$ cat config.mk
export PLATFORM = sky130hd
export DESIGN_NAME = instr_fetch_queue_flat
export DESIGN_NICKNAME = d
export VERILOG_FILES = /design/src/rtl/riscv_pipe_pkg.sv /design/src/rtl/instr_fetch_queue_if.sv /design/src/rtl/ifq_fifo.sv /design/src/rtl/instr_fetch_queue.sv /design/src/flat_wrapper.sv
export SDC_FILE = /design/constraint.sdc
export NUM_CORES = 1
export LEC_CHECK = 0
export BUFFER_PORTS_ARGS = -buffer_cell sky130_fd_sc_hd__buf_4
export CAP_MARGIN = 20
export CORE_MARGIN = 3
export CORE_UTILIZATION = 51
export DETAILED_ROUTE_END_ITERATION = 8
export GPL_TIMING_DRIVEN = 0
export HOLD_SLACK_MARGIN = 0.1
export PLACE_DENSITY_LB_ADDON = 0.3
export SYNTH_ARGS = -nofsm -noshare
export SYNTH_HDL_FRONTEND = slang
export SYNTH_SLANG_ARGS = --single-unit
$ cat constraint.sdc
create_clock -name clk -period 5.93 [get_ports clk]
set_clock_uncertainty 0.05 [all_clocks]
set_input_delay 1.186 -clock clk [delete_from_list [all_inputs] [get_ports clk]]
set_output_delay 1.186 -clock clk [all_outputs]
set_load 0.01 [all_outputs]
$ cat src/rtl/riscv_pipe_pkg.sv
// Shared pipeline types and constants for the RV64 fetch stage.
package riscv_pipe_pkg;

   localparam int unsigned XLEN = 64;
   localparam int unsigned ILEN = 32;

   localparam logic [ILEN-1:0] RV_NOP = 32'h0000_0013;

   // One prefetched instruction together with the PC it was fetched from
   typedef struct packed {
      logic [XLEN-1:0] pc;
      logic [ILEN-1:0] instr;
   } fetch_entry_t;

   localparam int unsigned ENTRY_W = $bits(fetch_entry_t);

   // 32-bit add that sticks at all-ones instead of wrapping
   function automatic logic [31:0] sat_add32(input logic [31:0] a, input logic [31:0] b);
      logic [32:0] s;
      s = {1'b0, a} + {1'b0, b};
      return s[32] ? 32'hFFFF_FFFF : s[31:0];
   endfunction

endpackage

$ cat src/rtl/instr_fetch_queue_if.sv
// Fetch-queue bundle: imem request/response, branch redirect and IF/ID handshake.
interface instr_fetch_queue_if;
   import riscv_pipe_pkg::*;

   logic            imem_req_valid;
   logic            imem_req_ready;
   logic [XLEN-1:0] imem_req_addr;
   logic            imem_rsp_valid;
   logic [ILEN-1:0] imem_rsp_data;
   logic            redirect_valid;
   logic [XLEN-1:0] redirect_pc;
   logic            if_valid;
   logic            if_ready;
   logic [ILEN-1:0] if_instr;
   logic [XLEN-1:0] if_pc;

   // Fetch-queue side
   modport master (
      output imem_req_valid, imem_req_addr, if_valid, if_instr, if_pc,
      input  imem_req_ready, imem_rsp_valid, imem_rsp_data,
      input  redirect_valid, redirect_pc, if_ready
   );

   // Memory / pipeline side
   modport slave (
      input  imem_req_valid, imem_req_addr, if_valid, if_instr, if_pc,
      output imem_req_ready, imem_rsp_valid, imem_rsp_data,
      output redirect_valid, redirect_pc, if_ready
   );

endinterface

$ cat src/rtl/ifq_fifo.sv
// Small synchronous FIFO with clear; DEPTH must be a power of two.
module ifq_fifo #(
   parameter int unsigned W     = 32,
   parameter int unsigned DEPTH = 4,
   localparam int unsigned AW   = $clog2(DEPTH),
   localparam int unsigned CW   = AW + 1
) (
   input  logic          clk,
   input  logic          rst_n,
   input  logic          clear,
   input  logic          push,
   input  logic          pop,
   input  logic [W-1:0]  din,
   output logic [W-1:0]  dout,
   output logic          full,
   output logic          empty,
   output logic [CW-1:0] count
);

   logic [W-1:0]  mem [DEPTH];
   logic [AW-1:0] wr_ptr;
   logic [AW-1:0] rd_ptr;
   logic          do_push;
   logic          do_pop;

   assign full    = (count == CW'(DEPTH));
   assign empty   = (count == '0);
   assign do_push = push && !full;
   assign do_pop  = pop && !empty;
   assign dout    = mem[rd_ptr];

   // Pointers and occupancy; clear wins over push/pop
   always_ff @(posedge clk) begin
      if (!rst_n || clear) begin
         wr_ptr <= '0;
         rd_ptr <= '0;
         count  <= '0;
      end else begin
         if (do_push) wr_ptr <= wr_ptr + AW'(1);
         if (do_pop)  rd_ptr <= rd_ptr + AW'(1);
         count <= count + CW'(do_push) - CW'(do_pop);
      end
   end

   // Storage, not reset: only entries below count are ever observed
   always_ff @(posedge clk) begin
      if (rst_n && !clear && do_push) mem[wr_ptr] <= din;
   end

endmodule

$ cat src/rtl/instr_fetch_queue.sv
// RV64 fetch stage: in-order imem fetch, prefetch FIFO, redirect flush.
// Optional IFQ_PERF_EN adds saturating perf_fetched / perf_flushed counters.
module instr_fetch_queue
   import riscv_pipe_pkg::*;
#(
   parameter int unsigned     DEPTH    = 4,
   parameter logic [XLEN-1:0] RESET_PC = '0
) (
   input  logic                clk,
   input  logic                rst_n,
   instr_fetch_queue_if.master bus
`ifdef IFQ_PERF_EN
   ,
   output logic [31:0]         perf_fetched,
   output logic [31:0]         perf_flushed
`endif
);

   localparam int unsigned CW = $clog2(DEPTH) + 1;
   localparam int unsigned SW = CW + 1;

   logic [XLEN-1:0] fetch_pc;
   logic [CW-1:0]   drop_cnt;
   logic [CW-1:0]   q_count;
   logic [CW-1:0]   outstanding;
   logic            q_full, q_empty, t_full, t_empty;
   fetch_entry_t    q_din, q_dout;
   logic [XLEN-1:0] tag_pc;
   logic [SW-1:0]   in_use;
   logic            req_fire, q_push, q_pop, t_push, t_pop;

   // Credit: buffered entries plus in-flight requests never exceed DEPTH
   assign in_use             = SW'(q_count) + SW'(outstanding);
   assign bus.imem_req_valid = rst_n && !bus.redirect_valid && (in_use < SW'(DEPTH));
   assign bus.imem_req_addr  = fetch_pc;
   assign req_fire           = bus.imem_req_valid && bus.imem_req_ready;

   assign t_push = req_fire && !t_full;
   assign t_pop  = bus.imem_rsp_valid && !t_empty;
   assign q_push = bus.imem_rsp_valid && !bus.redirect_valid && (drop_cnt == '0) && !q_full;
   assign q_pop  = !q_empty && bus.if_ready && !bus.redirect_valid;
   assign q_din  = '{pc: tag_pc, instr: bus.imem_rsp_data};

   assign bus.if_valid = !q_empty;
   assign bus.if_instr = q_empty ? '0 : q_dout.instr;
   assign bus.if_pc    = q_empty ? '0 : q_dout.pc;

   // Prefetch buffer of {pc, instr} presented to IF/ID
   ifq_fifo #(.W(ENTRY_W), .DEPTH(DEPTH)) u_buf (
      .clk   (clk),
      .rst_n (rst_n),
      .clear (bus.redirect_valid),
      .push  (q_push),
      .pop   (q_pop),
      .din   (q_din),
      .dout  (q_dout),
      .full  (q_full),
      .empty (q_empty),
      .count (q_count)
   );

   // PC tags of in-flight requests; survives redirects so stale responses still pop their tag
   ifq_fifo #(.W(XLEN), .DEPTH(DEPTH)) u_tags (
      .clk   (clk),
      .rst_n (rst_n),
      .clear (1'b0),
      .push  (t_push),
      .pop   (t_pop),
      .din   (fetch_pc),
      .dout  (tag_pc),
      .full  (t_full),
      .empty (t_empty),
      .count (outstanding)
   );

   // Next fetch address: redirect target (word aligned) or sequential
   always_ff @(posedge clk) begin
      if (!rst_n)                  fetch_pc <= RESET_PC;
      else if (bus.redirect_valid) fetch_pc <= bus.redirect_pc & ~XLEN'(3);
      else if (req_fire)           fetch_pc <= fetch_pc + XLEN'(4);
   end

   // Number of stale responses still to discard after a redirect
   always_ff @(posedge clk) begin
      if (!rst_n)
         drop_cnt <= '0;
      else if (bus.redirect_valid)
         drop_cnt <= outstanding - CW'(bus.imem_rsp_valid);
      else if (bus.imem_rsp_valid && drop_cnt != '0)
         drop_cnt <= drop_cnt - CW'(1);
   end

`ifdef IFQ_PERF_EN
   logic [31:0] flush_inc;

   assign flush_inc = bus.redirect_valid
                    ? 32'(q_count) + 32'(bus.imem_rsp_valid)
                    : 32'(bus.imem_rsp_valid && drop_cnt != '0);

   // Saturating counts of delivered and flushed instructions
   always_ff @(posedge clk) begin
      if (!rst_n) begin
         perf_fetched <= '0;
         perf_flushed <= '0;
      end else begin
         perf_fetched <= sat_add32(perf_fetched, 32'(q_pop));
         perf_flushed <= sat_add32(perf_flushed, flush_inc);
      end
   end
`endif

endmodule
$ cat src/flat_wrapper.sv
// flat-port wrapper written by rule: the top's interface ports become plain ports
module instr_fetch_queue_flat import riscv_pipe_pkg::*;
#(
   parameter int unsigned     DEPTH    = 4,
   parameter logic [XLEN-1:0] RESET_PC = '0
)
  (clk, rst_n, bus_imem_req_valid, bus_imem_req_addr, bus_if_valid, bus_if_instr, bus_if_pc, bus_imem_req_ready, bus_imem_rsp_valid, bus_imem_rsp_data, bus_redirect_valid, bus_redirect_pc, bus_if_ready);
  instr_fetch_queue_if bus_i ();
  input  logic clk;
  input  logic rst_n;
  output wire logic [$bits(bus_i.imem_req_valid)-1:0] bus_imem_req_valid;
  output wire logic [$bits(bus_i.imem_req_addr)-1:0] bus_imem_req_addr;
  output wire logic [$bits(bus_i.if_valid)-1:0] bus_if_valid;
  output wire logic [$bits(bus_i.if_instr)-1:0] bus_if_instr;
  output wire logic [$bits(bus_i.if_pc)-1:0] bus_if_pc;
  input wire logic [$bits(bus_i.imem_req_ready)-1:0] bus_imem_req_ready;
  input wire logic [$bits(bus_i.imem_rsp_valid)-1:0] bus_imem_rsp_valid;
  input wire logic [$bits(bus_i.imem_rsp_data)-1:0] bus_imem_rsp_data;
  input wire logic [$bits(bus_i.redirect_valid)-1:0] bus_redirect_valid;
  input wire logic [$bits(bus_i.redirect_pc)-1:0] bus_redirect_pc;
  input wire logic [$bits(bus_i.if_ready)-1:0] bus_if_ready;
  assign bus_imem_req_valid = bus_i.imem_req_valid;
  assign bus_imem_req_addr = bus_i.imem_req_addr;
  assign bus_if_valid = bus_i.if_valid;
  assign bus_if_instr = bus_i.if_instr;
  assign bus_if_pc = bus_i.if_pc;
  assign bus_i.imem_req_ready = bus_imem_req_ready;
  assign bus_i.imem_rsp_valid = bus_imem_rsp_valid;
  assign bus_i.imem_rsp_data = bus_imem_rsp_data;
  assign bus_i.redirect_valid = bus_redirect_valid;
  assign bus_i.redirect_pc = bus_redirect_pc;
  assign bus_i.if_ready = bus_if_ready;
  instr_fetch_queue #(.DEPTH(DEPTH), .RESET_PC(RESET_PC)) u_core (.clk(clk), .rst_n(rst_n), .bus(bus_i));
endmodule
======== Word-level counts from Yosys, hierarchy flattened ========
Memories as Yosys holds them, arrays and structs flattened. A register that Yosys moved wholly into a read port is not among the register bits.
Index checks and enable logic that the tools add are counted.
W data, S select, Z words.
word-level totals
  flip-flop bits (word level) ............. 81
  bits in latches ......................... 0
  RAM bits ................................ 640
  ROM bits ................................ 0
  input bits .............................. 102
  output and inout port bits .............. 162
  word-level logic and storage cells ...... 72
  memories kept ........................... 2
operators by class
  add/subtract/negate cells ............... 12
  multipliers ............................. 0
  divide/modulo/power cells ............... 0
  order comparisons ....................... 1
  equality and inequality tests ........... 2
  shift operators ......................... 0
  muxes and demuxes ....................... 14
  bitwise logic cells ..................... 1
  reductions and logical operators ........ 31
memory list
  name               depth  bits a word  read ports  clocked after Yosys merged registers in  wr ports  line            source
  u_core.u_buf.mem   4      96           1           1                                        1         ifq_fifo.sv:20  logic [W-1:0] mem [DEPTH];
  u_core.u_tags.mem  4      64           1           1                                        1         ifq_fifo.sv:20
operators with widths
  kind                     number
  $mux W64                 3
  $add A64 B3 Y64 const B  1
  $mux W32                 1
  $logic_and A1 B1 Y1      17
  $logic_not A3 Y1         3
  $sub A3 B1 Y3            3
  $add A2 B1 Y2 const B    4
  $mux W2                  4
  $add A3 B1 Y3            2
  $eq A3 B3 Y1 const B     2
  $logic_not A1 Y1         6
  $mux W3                  2
  $add A3 B3 Y4            1
  $lt A4 B3 Y1 const B     1
  $mux W1                  4
  $reduce_bool A2 Y1       2
  $reduce_bool A3 Y1       1
  $sub A3 B1 Y3 const B    1
  $reduce_or A2 Y1         1
  $logic_or A1 B1 Y1       1
  $not A1 Y1               1

======== Longest topological paths before layout ========
  depth after elaboration ................. 9
  mapped depth ............................ 15
  mapped depth without buffers ............ 14

======== Modules after synthesis ========
Synthesis repeated with hierarchy kept, for this count alone.
unflattened totals
  cells, all modules ...................... 1561
  area total of the unflattened synthesis .. 28701.3 µm²
modules (own cells, without submodules)
  module                     instances  cells each  area each (µm²)  sequential area each (µm²)
  ifq_fifo at u_core.u_buf   1          553         14347.5          11711.2
  ifq_fifo at u_core.u_tags  1          385         9708.1           7867.5
  instr_fetch_queue          1          623         4645.7           1301.2

======== Worst setup path after synthesis ========
Ideal clock, no wire load.
  kind .................................... in2reg
  start ................................... input port bus_redirect_valid
  end ..................................... memory u_core.u_buf.mem[0][0] (netlist name) (enable)
  setup time .............................. 0.464 ns
  data arrival time ....................... 4.341 ns
  required time ........................... 5.416 ns
  setup slack ............................. 1.075 ns
  cell stages on the path ................. 2
  buffers on the path ..................... 0
  cell sequence ........................... a2111oi_1 -> and3_1
between the ends
  word-level cells in the longest chain between the ends .. 8
  elaborated cells between the ends (all ways) .. 9
  those cells by class .................... 2 x mux; 7 x reduce/logical
RTL lines
  element                           line                                     source
  from (decl)                       flat_wrapper.sv:19                       input wire logic [$bits(bus_i.redirect_valid)-1:0] bus_redirect_valid;
  $logic_not A1 Y1 *                ifq_fifo.sv:47, instr_fetch_queue.sv:40
  $logic_and A1 B1 Y1 (3 in a row)  instr_fetch_queue.sv:40                  assign q_push = bus.imem_rsp_valid && !bus.redirect_valid && (drop_cnt == '0) && !q_full;
  $logic_and A1 B1 Y1               ifq_fifo.sv:28                           assign do_push = push && !full;
  $logic_and A1 B1 Y1 *             ifq_fifo.sv:47                           if (rst_n && !clear && do_push) mem[wr_ptr] <= din;
  $mux W1 *                         ifq_fifo.sv:47
  $mux W1 (implied by the code) *   ifq_fifo.sv:47
  to (decl)                         ifq_fifo.sv:20
Mark *: on every way between the ends. The rest lies on a longest branch, timed or not.

==> results.json <==
{
  "final-seq-area_um2": 20400,
  "worstReg2RegEnd": "u_core.u_tags.count[2]$_SDFF_PN0_",
  "wirelength_um": 65110,
  "drcViolationCount": 0,
  "layout_common_cells": "edfxtp_1 (624), buf_4 (261), mux4_2 (156)",
  "ios": 264,
  "yosysTopAreaCellShare_pct": 67.57,
  "antenna_cells": 0,
  "synth-seq-cells": 707,
  "start_kind": "flip-flop",
  "crit_cells": 6,
  "cts-buffers-inserted": 71,
  "r2r_cells": 14,
  "dr.pass1.iters": 5,
  "cts_root_buffer": "clkbuf_16",
  "power_frac_seq_pct": 50.8,
  "nets": 1967,
  "cpPeakStageDelay_ns": 0.81,
  "maxCapViolCount": 0,
  "cts_setup_buffers": 0,
  "async_reset_ff_share_pct": 0,
  "grt_max_degree": 50,
  "layout_min_cycle_time_ns": 4.724,
  "max-slew-margin-rel_pct": 31.59,
  "htree_levels": 3,
  "clkTransAtPathRegs_ns": 0.06,
  "finalCritPeriodShare_pct": 79.67,
  "port_buffers": 256,
  "drt-met1-wl_um": 26670,
  "power_density_nw_per_um2": 345.7,
  "critical_path.endpoint": "bus_if_pc[34]",
  "synth_top_area_cell": "edfxtp_1",
  "dieWidth_um": 239.2,
  "rsz0062_at_grt": "no",
  "yosys_warnings": 0,
  "path_max_fanout": 10,
  "num-fill-cells": 3740,
  "outcome": "completed",
  "pre_cts_ws_ns": 1.411,
  "gp_congestion": 0.9060,
  "hp-class": "flip-flop to flip-flop",
  "setup_viol_count_final": 0,
  "cts_tree": "built",
  "path_class": "flip-flop to primary output",
  "crit_family": "buffers and inverters",
  "vias": 15290,
  "multi_input_area_um2": 6943,
  "p_int_uw": 8912,
  "clock_path_buffers": 3,
  "clock-sinks": 707,
  "ir_drop_uv": 228.3,
  "wl_met3_um": 5274,
  "ant_nets": 0,
  "syn_area_um2": 27730,
  "leakage_uw": 0.01109,
  "ctsResizeCount": 0,
  "first_global_vias": 15540,
  "p_sw_share_pct": 22.23,
  "ff2ff_setup_slack_ns": 2.10,
  "cp.required_ns": 4.69,
  "end_kind": "primary output",
  "syn_inst": 1501,
  "worst_slew_pin_slew_ns": 1.026,
  "critPathArrivalTime_ns": 3.49,
  "wl_per_cell_um": 25.19,
  "rows": 84,
  "drive_above_1_share_pct": 28.99,
  "dr_wl_met2_um": 31450,
  "overflow": 0,
  "antenna_found_initial": 3,
  "die_h_um": 239.2,
  "start_util_pct": 52.15,
  "synthFlopType": "edfxtp_1",
  "max_freq_mhz": 211.7,
  "vias_per_cell": 5.914,
  "clock_latency_ns": 0.59,
  "cp_common_cell": "clkbuf_1",
  "cp_num_buf_inv": 4,
  "grt_first_pass_wirelength_um": 97420,
  "die_area_um2": 57210,
  "power_uw": 11460,
  "final_common_cell": "edfxtp_1",
  "clkPwrFrac_pct": 38.9,
  "hold_buffers": 0,
  "ys_types": 60,
  "dp_hpwl_um": 42920,
  "rr_startpoint": "u_core.u_tags.count[2]$_SDFF_PN0_",
  "setup_slack_ns": 1.206,
  "drv_slew": 0,
  "top_layer": "met5",
  "synth_area_leaders": "edfxtp_1 (68%), mux4_2 (13%), dfxtp_1 (6.0%)",
  "cp_slowest_cell": "clkbuf_1",
  "yosysSeqAreaShare_pct": 73.56,
  "first_iter_violations": 1309,
  "cp_cell_sequence": "clkbuf_1 -> clkbuf_1 -> buf_2 -> mux4_2 -> and2_1 -> buf_4",
  "combPwrFrac_pct": 10.3,
  "p_sw_uw": 2547,
  "hold_viol": 0,
  "grt_usage_pct": 23.04,
  "area_delta_synth_final_pct": 19.53,
  "syn_avg_cell_area_um2": 18.48,
  "core_area_um2": 53180,
  "synth_edf_count": 624
}
cells in the mapped netlist (all sizes together) (2+ instances only):
| master | n |
|---|---|
| dfxtp | 83 |
| and4 | 13 |
| a21o | 2 |
| a31oi | 7 |
| xnor2 | 27 |
| nor3 | 18 |
| nand2 | 38 |
| fa | 2 |
| or3 | 3 |
| o21ai | 38 |
| ha | 19 |
| nand3 | 33 |
| a211oi | 5 |
| a32oi | 3 |
| a21oi | 54 |
| mux2i | 5 |
| nand4 | 26 |
| inv | 26 |
| nor4bb | 2 |
| and2 | 105 |
| clkbuf | 49 |
| buf | 30 |
| o31ai | 3 |
| nor4 | 9 |
| and3 | 19 |
| o22ai | 4 |
| xor2 | 25 |
| or4 | 3 |
| mux4 | 156 |
| nor2 | 47 |
| o311ai | 4 |
| a2bb2oi | 2 |
| edfxtp | 624 |
| o211ai | 2 |
registers in the layout, summed over array words and instances (netlist names), named ones only:
name                      count
u_core.drop_cnt               3
u_core.bus.imem_req_addr     62
u_core.u_buf.rd_ptr           2
u_core.u_buf.count            3
u_core.u_tags.count           3
u_core.u_tags.rd_ptr          2
u_core.u_tags.mem           248
u_core.u_buf.mem            376
u_core.u_tags.wr_ptr          2
u_core.u_buf.wr_ptr           2
per-layer routing:
layer	up-vias	global-route usage [%]
li1	6690	-
met1	7862	31.91
met2	623	36.66
met3	110	5.895
met4	2	6.780
met5	-	0
metrics by stage:
stage / TNS [ns] / cell area, um^2 / util, % / std cells / hold WS (ns)
2_1_floorplan: 0 / 27740 / - / 1504 / 0.4347
3_3_place_gp: -562.53 / 30530 / 57.40 / 2448 / 0.4494
3_5_place_dp: 0 / 30830 / 57.98 / 2459 / 0.4645
4_1_cts: 0 / 33150 / 62.33 / 2585 / 0.4820
5_1_grt: 0 / 33150 / 62.33 / 2585 / 0.5081
6_report: 0 / 33150 / 62.33 / 2585 / 0.4798
worst register-to-register path, stage by stage (launching register included):
cell     delay (ns)
dfxtp_1        0.45
ha_1           0.28
nor3_1         0.43
and3_1         0.32
nand2_1        0.17
a31oi_1        0.61
inv_1          0.10
ha_1           0.31
inv_1          0.05
ha_1           0.12
inv_1          0.05
fa_1           0.37
xnor2_1        0.20
xnor2_1        0.14
nor2_1         0.05
cells by family after synthesis:
logic type / Yosys count / share of synthesized area, %
other: 1 / 0.01352
multiplexers: 162 / 12.89
AND/OR/NAND/NOR: 321 / 6.555
XOR/XNOR: 52 / 1.642
buffers and inverters: 105 / 1.556
flip-flops: 707 / 73.56
AO/OA/AOI/OAI: 132 / 2.784
adder cells (fa/ha/maj): 21 / 1.002
final cells by class:
class                      count  area share, %
sequential                   707          61.54
multi-input combinational    692          20.94
timing repair buffer         267          6.635
clock buffer                  92          5.790
tap                          688          2.597
clock inverter                34          1.193
buffer                        79          1.008
inverter                      26         0.2944
power by group through the flow:
stage / logic, uW / registers [uW] / clock network [uW]
floorplan: 744 / 5890 / 0
global placement: 1140 / 5920 / 0
detailed placement: 1200 / 5920 / 0
CTS: 1200 / 5820 / 4530
global route: 1290 / 5830 / 4730
finish: 1180 / 5820 / 4450
how the worst min path moves through the flow:
stage                                         start                                   to  slack (ns)  cells past startpoint
2_1_floorplan  u_core.u_tags.rd_ptr[1]$_SDFFE_PN0P_                            flip-flop        0.43                      2
3_3_place_gp   u_core.u_tags.rd_ptr[1]$_SDFFE_PN0P_                            flip-flop        0.45                      2
3_5_place_dp    u_core.u_buf.rd_ptr[1]$_SDFFE_PP0P_  u_core.u_buf.rd_ptr[1]$_SDFFE_PP0P_        0.46                      2
4_1_cts         u_core.u_buf.rd_ptr[1]$_SDFFE_PP0P_                            flip-flop        0.48                      2
5_1_grt         u_core.u_buf.rd_ptr[1]$_SDFFE_PP0P_  u_core.u_buf.rd_ptr[1]$_SDFFE_PP0P_        0.51                      2
6_report        u_core.u_buf.rd_ptr[1]$_SDFFE_PP0P_                            flip-flop        0.48                      2
Note: power is estimated with default switching activity, not from simulation.
